<file path="config.mk">
export PLATFORM = sky130hd
export DESIGN_NAME = parking_alloc_ctrl
export DESIGN_NICKNAME = d
export VERILOG_FILES = /design/src/rtl/parking_alloc_ctrl.sv
export SDC_FILE = /design/constraint.sdc
export NUM_CORES = 1
export LEC_CHECK = 0
export ABC_AREA = 0
export CAP_MARGIN = 0
export CORE_UTILIZATION = 48
export CTS_CLUSTER_DIAMETER = 50
export DETAILED_ROUTE_END_ITERATION = 16
export GPL_ROUTABILITY_DRIVEN = 0
export PLACE_DENSITY = 0.72
export SYNTH_ARGS = -nofsm -noshare
export SYNTH_HDL_FRONTEND = slang
export SYNTH_SLANG_ARGS = --single-unit
</file>
<file path="constraint.sdc">
create_clock -name clk -period 13.2 [get_ports clk]
set_clock_uncertainty 0.1 [all_clocks]
set_input_delay 2.64 -clock clk [delete_from_list [all_inputs] [get_ports clk]]
set_output_delay 2.64 -clock clk [all_outputs]
set_load 0.005 [all_outputs]
</file>
<file path="src/rtl/parking_alloc_ctrl.sv">
// Two-class car-park controller: tracks uni/pub parked counts, capacities
// and free spaces, and moves capacity between the classes on hour changes.
`timescale 1ns/1ps
module parking_alloc_ctrl #(
   parameter int CNT_W      = 10,
   parameter int TOTAL_CAP  = 700,
   parameter int UNI_INIT   = 500,
   parameter int STEP       = 50,
   parameter int STEP_START = 13,
   parameter int FINAL_HOUR = 16,
   parameter int FINAL_PUB  = 500
) (
   input  logic             clk,
   input  logic             rst,
   input  logic [4:0]       hour,
   input  logic             entry_req,
   input  logic             entry_uni,
   input  logic             exit_req,
   input  logic             exit_uni,
   output logic [CNT_W-1:0] uni_parked,
   output logic [CNT_W-1:0] pub_parked,
   output logic [CNT_W-1:0] uni_cap,
   output logic [CNT_W-1:0] pub_cap,
   output logic [CNT_W-1:0] uni_free,
   output logic [CNT_W-1:0] pub_free,
   output logic             uni_avail,
   output logic             pub_avail,
   output logic             entry_ack,
   output logic             entry_rej,
   output logic             exit_err,
   output logic             realloc_ok,
   output logic             realloc_fail
);

   localparam int CW1 = CNT_W + 1;
   localparam logic [CNT_W-1:0] UNI_INIT_C  = CNT_W'(UNI_INIT);
   localparam logic [CNT_W-1:0] PUB_INIT_C  = CNT_W'(TOTAL_CAP - UNI_INIT);
   localparam logic [CNT_W-1:0] FIN_UNI_C   = CNT_W'(TOTAL_CAP - FINAL_PUB);
   localparam logic [CNT_W-1:0] FIN_PUB_C   = CNT_W'(FINAL_PUB);
   localparam logic [CNT_W-1:0] STEP_C      = CNT_W'(STEP);
   localparam logic [CW1-1:0]   STEP_W      = CW1'(STEP);
   localparam logic [4:0]       STEP_LO     = 5'(STEP_START);
   localparam logic [4:0]       FIN_HOUR_C  = 5'(FINAL_HOUR);

   typedef enum logic [1:0] {S_PRIME, S_IDLE, S_EVAL} state_t;

   state_t           state_q, state_d;
   logic [4:0]       hour_q, hour_d;
   logic [CNT_W-1:0] uni_parked_q, uni_parked_d, pub_parked_q, pub_parked_d;
   logic [CNT_W-1:0] uni_cap_q, uni_cap_d, pub_cap_q, pub_cap_d;
   logic [CNT_W-1:0] uni_free_q, uni_free_d, pub_free_q, pub_free_d;
   logic             uni_avail_q, uni_avail_d, pub_avail_q, pub_avail_d;
   logic             entry_ack_q, entry_ack_d, entry_rej_q, entry_rej_d;
   logic             exit_err_q, exit_err_d;
   logic             realloc_ok_q, realloc_ok_d, realloc_fail_q, realloc_fail_d;

   logic uni_out, pub_out, uni_acc, pub_acc, uni_in, pub_in;

   // FSM state and sampled hour register; reset lands in PRIME so the hour
   // present at release is adopted without evaluation.
   always_ff @(posedge clk or posedge rst) begin
      if (rst) begin
         state_q <= S_PRIME;
         hour_q  <= '0;
      end else begin
         state_q <= state_d;
         hour_q  <= hour_d;
      end
   end

   // Next-state: adopt the hour after reset, detect hour changes in IDLE.
   always_comb begin
      state_d = state_q;
      hour_d  = hour_q;
      case (state_q)
         S_PRIME: begin
            hour_d  = hour;
            state_d = S_IDLE;
         end
         S_IDLE: begin
            if (hour != hour_q) begin
               hour_d  = hour;
               state_d = S_EVAL;
            end
         end
         default: state_d = S_IDLE;
      endcase
   end

   // Gate events: an exit of the same class frees the space a blocked entry needs.
   always_comb begin
      uni_out     = exit_req & exit_uni & (uni_parked_q != '0);
      pub_out     = exit_req & ~exit_uni & (pub_parked_q != '0);
      uni_acc     = (uni_free_q != '0) | uni_out;
      pub_acc     = (pub_free_q != '0) | pub_out;
      uni_in      = entry_req & entry_uni & uni_acc;
      pub_in      = entry_req & ~entry_uni & pub_acc;
      entry_ack_d = uni_in | pub_in;
      entry_rej_d = entry_req & ~(entry_uni ? uni_acc : pub_acc);
      exit_err_d  = exit_req & (exit_uni ? (uni_parked_q == '0) : (pub_parked_q == '0));
      uni_parked_d = uni_parked_q + CNT_W'(uni_in) - CNT_W'(uni_out);
      pub_parked_d = pub_parked_q + CNT_W'(pub_in) - CNT_W'(pub_out);
   end

   // FSM outputs: capacity rule for the sampled hour, checked against post-event counts.
   always_comb begin
      uni_cap_d      = uni_cap_q;
      pub_cap_d      = pub_cap_q;
      realloc_ok_d   = 1'b0;
      realloc_fail_d = 1'b0;
      if (state_q == S_EVAL) begin
         if (hour_q >= STEP_LO && hour_q < FIN_HOUR_C) begin
            if (({1'b0, uni_parked_d} + STEP_W) <= {1'b0, uni_cap_q}) begin
               uni_cap_d    = uni_cap_q - STEP_C;
               pub_cap_d    = pub_cap_q + STEP_C;
               realloc_ok_d = 1'b1;
            end else begin
               realloc_fail_d = 1'b1;
            end
         end else if (hour_q == FIN_HOUR_C) begin
            if (uni_parked_d <= FIN_UNI_C) begin
               uni_cap_d    = FIN_UNI_C;
               pub_cap_d    = FIN_PUB_C;
               realloc_ok_d = 1'b1;
            end else begin
               realloc_fail_d = 1'b1;
            end
         end else if (hour_q == 5'd0) begin
            if (pub_parked_d <= PUB_INIT_C) begin
               uni_cap_d    = UNI_INIT_C;
               pub_cap_d    = PUB_INIT_C;
               realloc_ok_d = 1'b1;
            end else begin
               realloc_fail_d = 1'b1;
            end
         end
      end
      uni_free_d  = uni_cap_d - uni_parked_d;
      pub_free_d  = pub_cap_d - pub_parked_d;
      uni_avail_d = (uni_free_d != '0);
      pub_avail_d = (pub_free_d != '0);
   end

   // Registered counts, capacities, free spaces and one-cycle pulses.
   always_ff @(posedge clk or posedge rst) begin
      if (rst) begin
         uni_parked_q   <= '0;
         pub_parked_q   <= '0;
         uni_cap_q      <= UNI_INIT_C;
         pub_cap_q      <= PUB_INIT_C;
         uni_free_q     <= UNI_INIT_C;
         pub_free_q     <= PUB_INIT_C;
         uni_avail_q    <= (UNI_INIT_C != '0);
         pub_avail_q    <= (PUB_INIT_C != '0);
         entry_ack_q    <= 1'b0;
         entry_rej_q    <= 1'b0;
         exit_err_q     <= 1'b0;
         realloc_ok_q   <= 1'b0;
         realloc_fail_q <= 1'b0;
      end else begin
         uni_parked_q   <= uni_parked_d;
         pub_parked_q   <= pub_parked_d;
         uni_cap_q      <= uni_cap_d;
         pub_cap_q      <= pub_cap_d;
         uni_free_q     <= uni_free_d;
         pub_free_q     <= pub_free_d;
         uni_avail_q    <= uni_avail_d;
         pub_avail_q    <= pub_avail_d;
         entry_ack_q    <= entry_ack_d;
         entry_rej_q    <= entry_rej_d;
         exit_err_q     <= exit_err_d;
         realloc_ok_q   <= realloc_ok_d;
         realloc_fail_q <= realloc_fail_d;
      end
   end

   assign uni_parked   = uni_parked_q;
   assign pub_parked   = pub_parked_q;
   assign uni_cap      = uni_cap_q;
   assign pub_cap      = pub_cap_q;
   assign uni_free     = uni_free_q;
   assign pub_free     = pub_free_q;
   assign uni_avail    = uni_avail_q;
   assign pub_avail    = pub_avail_q;
   assign entry_ack    = entry_ack_q;
   assign entry_rej    = entry_rej_q;
   assign exit_err     = exit_err_q;
   assign realloc_ok   = realloc_ok_q;
   assign realloc_fail = realloc_fail_q;

endmodule

</file>
# Word-level counts from Yosys, hierarchy flattened
# Cells that the tools add are included.
[totals]
regBits = 74
input_bits = 11
output_inout_bits = 67
elab_cells = 97
[classes]
n_addsub = 9
order_cmp = 5
eq_ne = 5
n_mux = 34
bitwise = 16
reduce_logical = 13
[ops]
columns = ["cell", "n"]
rows = [
  ["$mux 10", 14],
  ["$reduce_bool 10->1", 6],
  ["$add 10x1->10", 2],
  ["$le 10x8->1 const B", 2],
  ["$logic_not 10->1", 2],
  ["$sub 10x1->10", 2],
  ["$sub 10x10->10", 2],
  ["$mux 1", 16],
  ["$add 10x6->11 const B", 1],
  ["$le 11x10->1", 1],
  ["$add 10x6->10 const B", 1],
  ["$and 1x1->1", 10],
  ["$pmux 5 s2", 1],
  ["$sub 10x6->10 const B", 1],
  ["$eq 5x5->1 const B", 1],
  ["$ge 5x4->1 const B", 1],
  ["$logic_not 5->1", 1],
  ["$lt 5x5->1 const B", 1],
  ["$mux 5", 1],
  ["$ne 5x5->1", 1],
  ["$mux 2", 2],
  ["$not 1->1", 3],
  ["$or 1x1->1", 3],
  ["$eq 2x1->1 const B", 1],
  ["other kinds (6)", 6],
]

# Longest topological paths before layout
# Gate-level depths: netlist (run 1).
[depth]
word_depth = 15
ltp_mapped = 38
depth_no_buf = 36

# Worst setup path after synthesis (run 1)
# Ideal clock, no wire load.
[synth_path]
path_kind = "input to register"
startpoint = "input exit_uni"
endpoint = "register pub_avail_q (netlist: pub_avail)"
setup_time_ns = 0.094
t_arrival_ns = 9.124
required_ns = 13.006
slack_ns = 3.882
path_stages = 31
n_path_buf = 1
path_cell_list = "and3_1 o211ai_1 ha_1 inv_1 ha_1 fa_1 and3b_1 or4_4 a221oi_4 nand2_1 xnor2_1 ha_1 a211oi_1 nand2b_1 o211ai_1 a221oi_1 a31oi_1 and2_0 clkbuf_1 o21ai_0 nand2_1 o21ai_0 ha_1 a21o_1 a21oi_1 nor2b_1 o21a_1 nor2_1 xnor2_1 or4_1 or4_1"
[synth_via]
elab_chain_cells = 15
elab_cells_between_ends = 26
cone_classes = "6 x add/sub; 3 x order compare; 7 x mux; 9 x bitwise; 1 x reduce/logical"
[synth_lines]
columns = ["element", "line", "text"]
rows = [
  ["start, declared", "19", "input logic exit_uni,"],
  ["parallel branches: the longest is 11 deep, another holds $add 10x6->11", "-", ""],
  ["$mux 10 *", "112", "if (hour_q >= STEP_LO && hour_q < FIN_HOUR_C) begin"],
  ["$mux 10 *", "111", "if (state_q == S_EVAL) begin"],
  ["net pub_cap_d[2]", "50", "logic [CNT_W-1:0] uni_cap_q, uni_cap_d, pub_cap_q, pub_cap_d;"],
  ["$sub 10x10->10 *", "139", "pub_free_d = pub_cap_d - pub_parked_d;"],
  ["net pub_free_d[6]", "51", "logic [CNT_W-1:0] uni_free_q, uni_free_d, pub_free_q, pub_free_d;"],
  ["$reduce_bool 10->1 *", "141", "pub_avail_d = (pub_free_d != '0);"],
  ["net pub_avail_d", "52", "logic uni_avail_q, uni_avail_d, pub_avail_q, pub_avail_d;"],
  ["end signal, assigned", "154", "pub_avail_q <= (PUB_INIT_C != '0);"],
  ["end signal, assigned", "168", "pub_avail_q <= pub_avail_d;"],
  ["end, declared", "52", ""],
]
# Mark *: on every way through the listed nets, which the timed path passes.
# A chain may end at the register's enable or synchronous reset.

# Worst setup path after layout (run 1)
[layout_path]
startpoint = "input exit_uni"
endpoint = "register uni_avail_q (netlist: uni_avail)"
[layout_via]
elab_chain_cells = 15
elab_cells_between_ends = 26
cone_classes = "6 x add/sub; 3 x order compare; 7 x mux; 9 x bitwise; 1 x reduce/logical"
[layout_lines]
columns = ["element", "line", "text"]
rows = [
  ["parallel branches: the longest is 11 deep, another holds $add 10x6->11", "-", ""],
  ["$mux 10 *", "112", ""],
  ["$mux 10 *", "111", ""],
  ["net uni_cap_d[3]", "50", ""],
  ["$sub 10x10->10 *", "138", "uni_free_d = uni_cap_d - uni_parked_d;"],
  ["net uni_free_d[9]", "51", ""],
  ["$reduce_bool 10->1 *", "140", "uni_avail_d = (uni_free_d != '0);"],
  ["net uni_avail_d", "52", ""],
  ["end signal, assigned", "153", "uni_avail_q <= (UNI_INIT_C != '0);"],
  ["end signal, assigned", "167", "uni_avail_q <= uni_avail_d;"],
  ["end, declared", "52", ""],
]
# Marked as above.

==> impl_metrics.tcl, run 1 <==
set metrics [dict create \
    drt_iter0_drc 281 \
    synthAdderAreaFrac_pct 15.5 \
    grt_setup_unrepaired "false" \
    gr-total-overflow 0 \
    top_layer "met4" \
    cp_data_required_time_ps 13370 \
    antenna_cells 0 \
    dieWidth_um 107 \
    routed-wl-met2_mm 6.18 \
    cts_root_buf "clkbuf_8" \
    syn_avg_cell_area_sq_um 9.39 \
    slew_headroom_pct 25.8 \
    die_area_sq_mm 0.0114 \
    grt_usage_pct 24.4 \
    yosys.area_share.simple_pct 16.3 \
    vias_per_cell 5.73 \
    drive_above_1_share_pct 8.64 \
    tritoncts "built" \
    grt_pass1_vias 4425 \
    synth-xor-area-share_pct 7.25 \
    netlist_instances 563 \
    routed_wl_mm 13.2 \
    synth-main-ff-cell "dfrtp_1" \
    synth_cell_types 70 \
    die_h_um 107 \
    max_stage_delay_ps 620 \
    rows 37 \
    period_minus_slack_ps 10510 \
    layout_setup_ws_ps 2690 \
    final_nets 717 \
    cp_max_fo 14 \
    arrival_ps 10670 \
    initial_core_util_pct 50.3 \
    detail_route.first_pass.iterations 5 \
    yosys_register_bits 74 \
    slew_violations 0 \
    drc 0 \
    area_growth_pct 21.0 \
    h-tree-depth 3 \
    synth_enable_flop_cells 0 \
    setup_violations 0 \
    cts-buffers-inserted 9 \
    synth_area_leaders "dfrtp_1 (26%), ha_1 (14%), dfstp_2 (9.9%), inv_1 (4.8%), xnor2_1 (4.3%)" \
    met1_length_mm 5.97 \
    fmax_ghz 0.0952 \
    cp_slowest_cell "and2_0" \
    setup_tns_ps 0 \
    via_count 4492 \
    wire_per_inst_um 16.8 \
    crit_top_cell "ha_1" \
    worst-setup-path-type "in -> reg" \
    critPathBufInv 2 \
    insertion_delay_ps 360 \
    synth_top_family_by_area "compound AO/OA/AOI/OAI gates" \
    synth_top_area_share_pct 25.6 \
    drtAntennaViolNets 0 \
    clock_path_buffers 2 \
    synth_mux_area_share_pct 1.44 \
    hold_buffers 0 \
    syn_area_sq_mm 0.00528 \
    cts_setup_buffers 0 \
    cts.clk_slew.worst_paths_ps 80 \
    maxCapViolCount 0 \
    pin_count 78 \
    cts_resized 0 \
    synth_top_cell_by_area "dfrtp_1" \
    endpoint_kind "register" \
    synth_compound_gate_area_share_pct 18.2 \
    synth_seq_area_share_pct 35.5 \
    grt_max_degree 75 \
    wl_met3_um 793 \
    dp_hpwl_mm 10.2 \
    fin_crit_sh_pct 79.6 \
    hold_class "reg -> reg" \
    async_flop_share_pct 100 \
    numPortBuffers 77 \
    ys.warnings.count 0 \
    clock_sinks 74 \
    pre_cts_ws_ps 2440 \
    critPathTopFamily "compound AO/OA/AOI/OAI gates" \
    grt_pass1_wl_mm 21.8 \
    status "finished clean" \
    tightest_slew_ps 1100 \
    synth_fp_nets 637 \
    core_sq_mm 0.0105 \
    grt_antenna_before_repair 0 \
    cp-start-kind "primary input" \
    hold_viol_final 0 \
]
==> sequential cells by signal (all words and copies together) (netlist names) <==
signal,count
pub_free,10
pub_parked,10
entry_ack,1
state_q,2
pub_avail,1
realloc_ok,1
pub_cap,10
uni_cap,10
entry_rej,1
uni_free,10
exit_err,1
realloc_fail,1
uni_avail,1
hour_q,5
uni_parked,10
==> kinds of logic (layout without fill, tap and decap cells) <==
family	after synthesis	after routing
AOI/OAI and AO/OA	142	142
xor gates and xnor gates	42	42
adders and majority gates	63	63
buffers and inverters	78	163
DFF	74	74
muxes	7	7
and+or+nand+nor	157	157
==> final cells by class <==
class / instances / area (sq um)
clock inverter: 5 / 55.1
inverter: 67 / 251
multi-input combinational: 411 / 3110
tap: 136 / 170
sequential: 74 / 1880
timing repair buffer: 80 / 793
clock buffer: 11 / 141
fill: 902 / 4110
==> cells in the final DEF, fill, tap and decap left out, types with 5 or more instances in the layout <==
cell	count
nor2_1	33
o21ai_0	36
nor3_1	15
nor2b_1	13
a21oi_1	44
dfstp_2	20
nand2_1	23
a21o_1	8
or4_1	6
clkdlybuf4s50_1	77
clkbuf_8	10
ha_1	59
a211oi_1	6
o31ai_1	6
xnor2_1	26
mux2_2	5
xor2_1	14
nor4_1	6
inv_1	66
nand3_1	16
nand2b_1	14
a31oi_1	9
dfrtp_1	54
==> layer usage <==
layer	global-route usage, %	up-vias
li1	-	2163
met1	33.2	2147
met2	38.9	157
met3	4.92	25
met4	8.02	0
met5	0	-
==> worst paths after layout <==
check | endpoint | depth (start not counted) | start | slack (ps)
setup / recovery | uni_avail | 29 | exit_uni | 2690
max in group asynchronous | pub_cap[4] | 3 | rst | 9570
min in group asynchronous | uni_parked[5] | 3 | rst | 2810
hold reg to reg | uni_cap[5] | 2 | uni_cap[5] | 480
hold / removal | uni_cap[5] | 2 | uni_cap[5] | 480
setup reg to reg | uni_avail | 32 | uni_parked[7] | 4520
==> per-stage QoR <==
stage | utilization, % | hold slack [ps] | instance area, sq um | instances
4_1_cts | 60.9 | 479 | 6390 | 784
3_3_place_gp | 59.0 | 459 | 6200 | 768
2_1_floorplan | - | 404 | 5280 | 563
3_5_place_dp | 59.0 | 462 | 6200 | 768
6_report | 60.9 | 478 | 6390 | 784
5_1_grt | 60.9 | 500 | 6390 | 784
==> worst register-to-register path, delay by kind of cell, from the launching register on <==
| kind | cells | cell delay, ps |
|---|---|---|
| compound gates | 12 | 3040 |
| simple gates | 9 | 2560 |
| fa+ha+maj | 6 | 1870 |
| xor+xnor | 3 | 490 |
| flops | 1 | 410 |
| buf+inv | 2 | 120 |
==> Yosys cell counts, types with 2 or more instances <==
master	number
a2111o_1	2
a31oi_1	9
nand3b_1	2
or4_1	6
dfstp_2	20
fa_1	4
a21o_1	8
o2111ai_1	2
buf_2	2
and2_1	4
nand2_1	23
a211oi_1	6
o21ai_0	36
a21boi_0	2
nor4bb_1	2
o31ai_1	6
nor2_1	33
nand3_1	16
o21a_1	3
and3_1	4
mux2_2	5
a21oi_1	44
nor2b_1	13
o311ai_0	2
o41ai_1	2
nand4_1	2
xor2_1	14
and3b_1	3
nand2b_1	14
o211ai_1	4
dfrtp_1	54
nor3_1	15
clkbuf_1	7
mux2i_1	2
inv_1	67
xnor2_1	26
nor3b_1	3
nor4_1	6
ha_1	59
Power of run 1 is left out: the tool's default activity adds up to more than one toggle a clock period on the data nets, which glitch-free logic cannot reach.
==> run 2: changes to the inputs <==
==> constraint.sdc (replaced) <==
create_clock -name clk -period 10.52 [get_ports clk]
set_clock_uncertainty 0.1 [all_clocks]
set_input_delay 2.104 -clock clk [delete_from_list [all_inputs] [get_ports clk]]
set_output_delay 2.104 -clock clk [all_outputs]
set_load 0.005 [all_outputs]
==> impl_metrics.tcl, run 2 (synthesis results as in run 1) <==
set metrics [dict create \
    status "finished clean" \
    tightest_slew_ps 1040 \
    endpoint_kind "register" \
    drt_iter0_drc 217 \
    layout_commonest_cell "clkdlybuf4s50_1" \
    drtAntennaViolNets 0 \
    numPortBuffers 77 \
    h-tree-depth 3 \
    wl_met3_um 780 \
    hold_class "reg -> reg" \
    area_growth_pct 21.0 \
    drc 0 \
    rows 37 \
    dp_hpwl_mm 10.2 \
    cp_data_required_time_ps 10690 \
    hold_viol_final 0 \
    max_stage_delay_ps 600 \
    die_h_um 107 \
    fin_crit_sh_pct 94.5 \
    clock_sinks 74 \
    cts.clk_slew.worst_paths_ps 80 \
    slew_violations 0 \
    cts-buffers-inserted 9 \
    setup.worst_path.start "exit_uni" \
    cts_setup_buffers 0 \
    setup_tns_ps 0 \
    reg2reg_from "uni_parked[7]" \
    setup_violations 0 \
    dieWidth_um 107 \
    top_layer "met4" \
    final_cell_mix "clkdlybuf4s50_1 (77), inv_1 (66), ha_1 (59)" \
    hold_start "state_q[0]" \
    maxCapViolCount 0 \
    cp_slowest_cell "and2_0" \
    grt_usage_pct 24.2 \
    grt_max_degree 75 \
    cp-start-kind "primary input" \
    via_count 4458 \
    hold_buffers 0 \
    wire_per_inst_um 16.6 \
    grt_pass1_vias 4474 \
    core_sq_mm 0.0105 \
    gr-total-overflow 0 \
    clock_path_buffers 2 \
    arrival_ps 10110 \
    met1_length_mm 5.88 \
    initial_core_util_pct 50.3 \
    grt_pass1_wl_mm 21.8 \
    final_nets 717 \
    cts_resized 0 \
    fmax_ghz 0.101 \
    pin_count 78 \
    routed_wl_mm 13.0 \
    tritoncts "built" \
    crit_top_cell "ha_1" \
    die_area_sq_mm 0.0114 \
    cp_max_fo 14 \
    cts_root_buf "clkbuf_8" \
    antenna_cells 0 \
    grt_setup_unrepaired "false" \
    slew_headroom_pct 29.8 \
    period_minus_slack_ps 9940 \
    worst-setup-path-type "in -> reg" \
    routed-wl-met2_mm 6.15 \
    detail_route.first_pass.iterations 5 \
    grt_antenna_before_repair 0 \
    insertion_delay_ps 360 \
    drive_above_1_share_pct 8.64 \
    vias_per_cell 5.69 \
]
## run 2: cell types whose count changed in the layout (fill, tap and decap cells not counted)
cell,previous run,this run
clkinv_2,2,3
clkinvlp_4,2,0
clkinv_4,0,1
## run 2: layout make-up
class,instances,area (sq um)
tap,136,170
sequential,74,1880
clock inverter,5,53.8
fill,923,4120
timing repair buffer,80,793
multi-input combinational,411,3110
clock buffer,11,141
inverter,67,251
## run 2: path summary, 6_finish.rpt
kind / cells after the start / slack, ps / endpoint
setup / recovery: 30 / 580 / pub_avail
hold / removal: 1 / 480 / state_q[1]
max in group asynchronous: 3 / 7440 / pub_cap[0]
min in group asynchronous: 3 / 2270 / entry_ack
hold reg to reg: 1 / 480 / state_q[1]
setup reg to reg: 33 / 1860 / pub_avail
## run 2: worst max-delay path, delay by kind of cell
family / cells / cell delay (ps)
AOI/OAI and AO/OA: 11 / 2660
and+or+nand+nor: 10 / 2820
adders and majority gates: 5 / 1660
xor gates and xnor gates: 2 / 310
buffers and inverters: 2 / 550
## run 2: layer usage
metal | track usage, % | up-vias
met5 | 0 | -
met2 | 40.4 | 142
li1 | - | 2165
met4 | 6.36 | 0
met1 | 32.0 | 2131
met3 | 5.05 | 20
## run 2: per-stage QoR
stage / cell area [sq um] / cells / hold WS [ps] / util, % / setup slack, ps
after floorplan: 5280 / 563 / 404 / - / 1740
after global placement: 6200 / 768 / 459 / 59.0 / 550
after detailed placement: 6200 / 768 / 466 / 59.0 / 277
after CTS: 6390 / 784 / 485 / 60.8 / 630
after global routing: 6390 / 784 / 518 / 60.8 / 39.1
final: 6390 / 784 / 477 / 60.8 / 580
Power of run 2 is left out for the same reason.
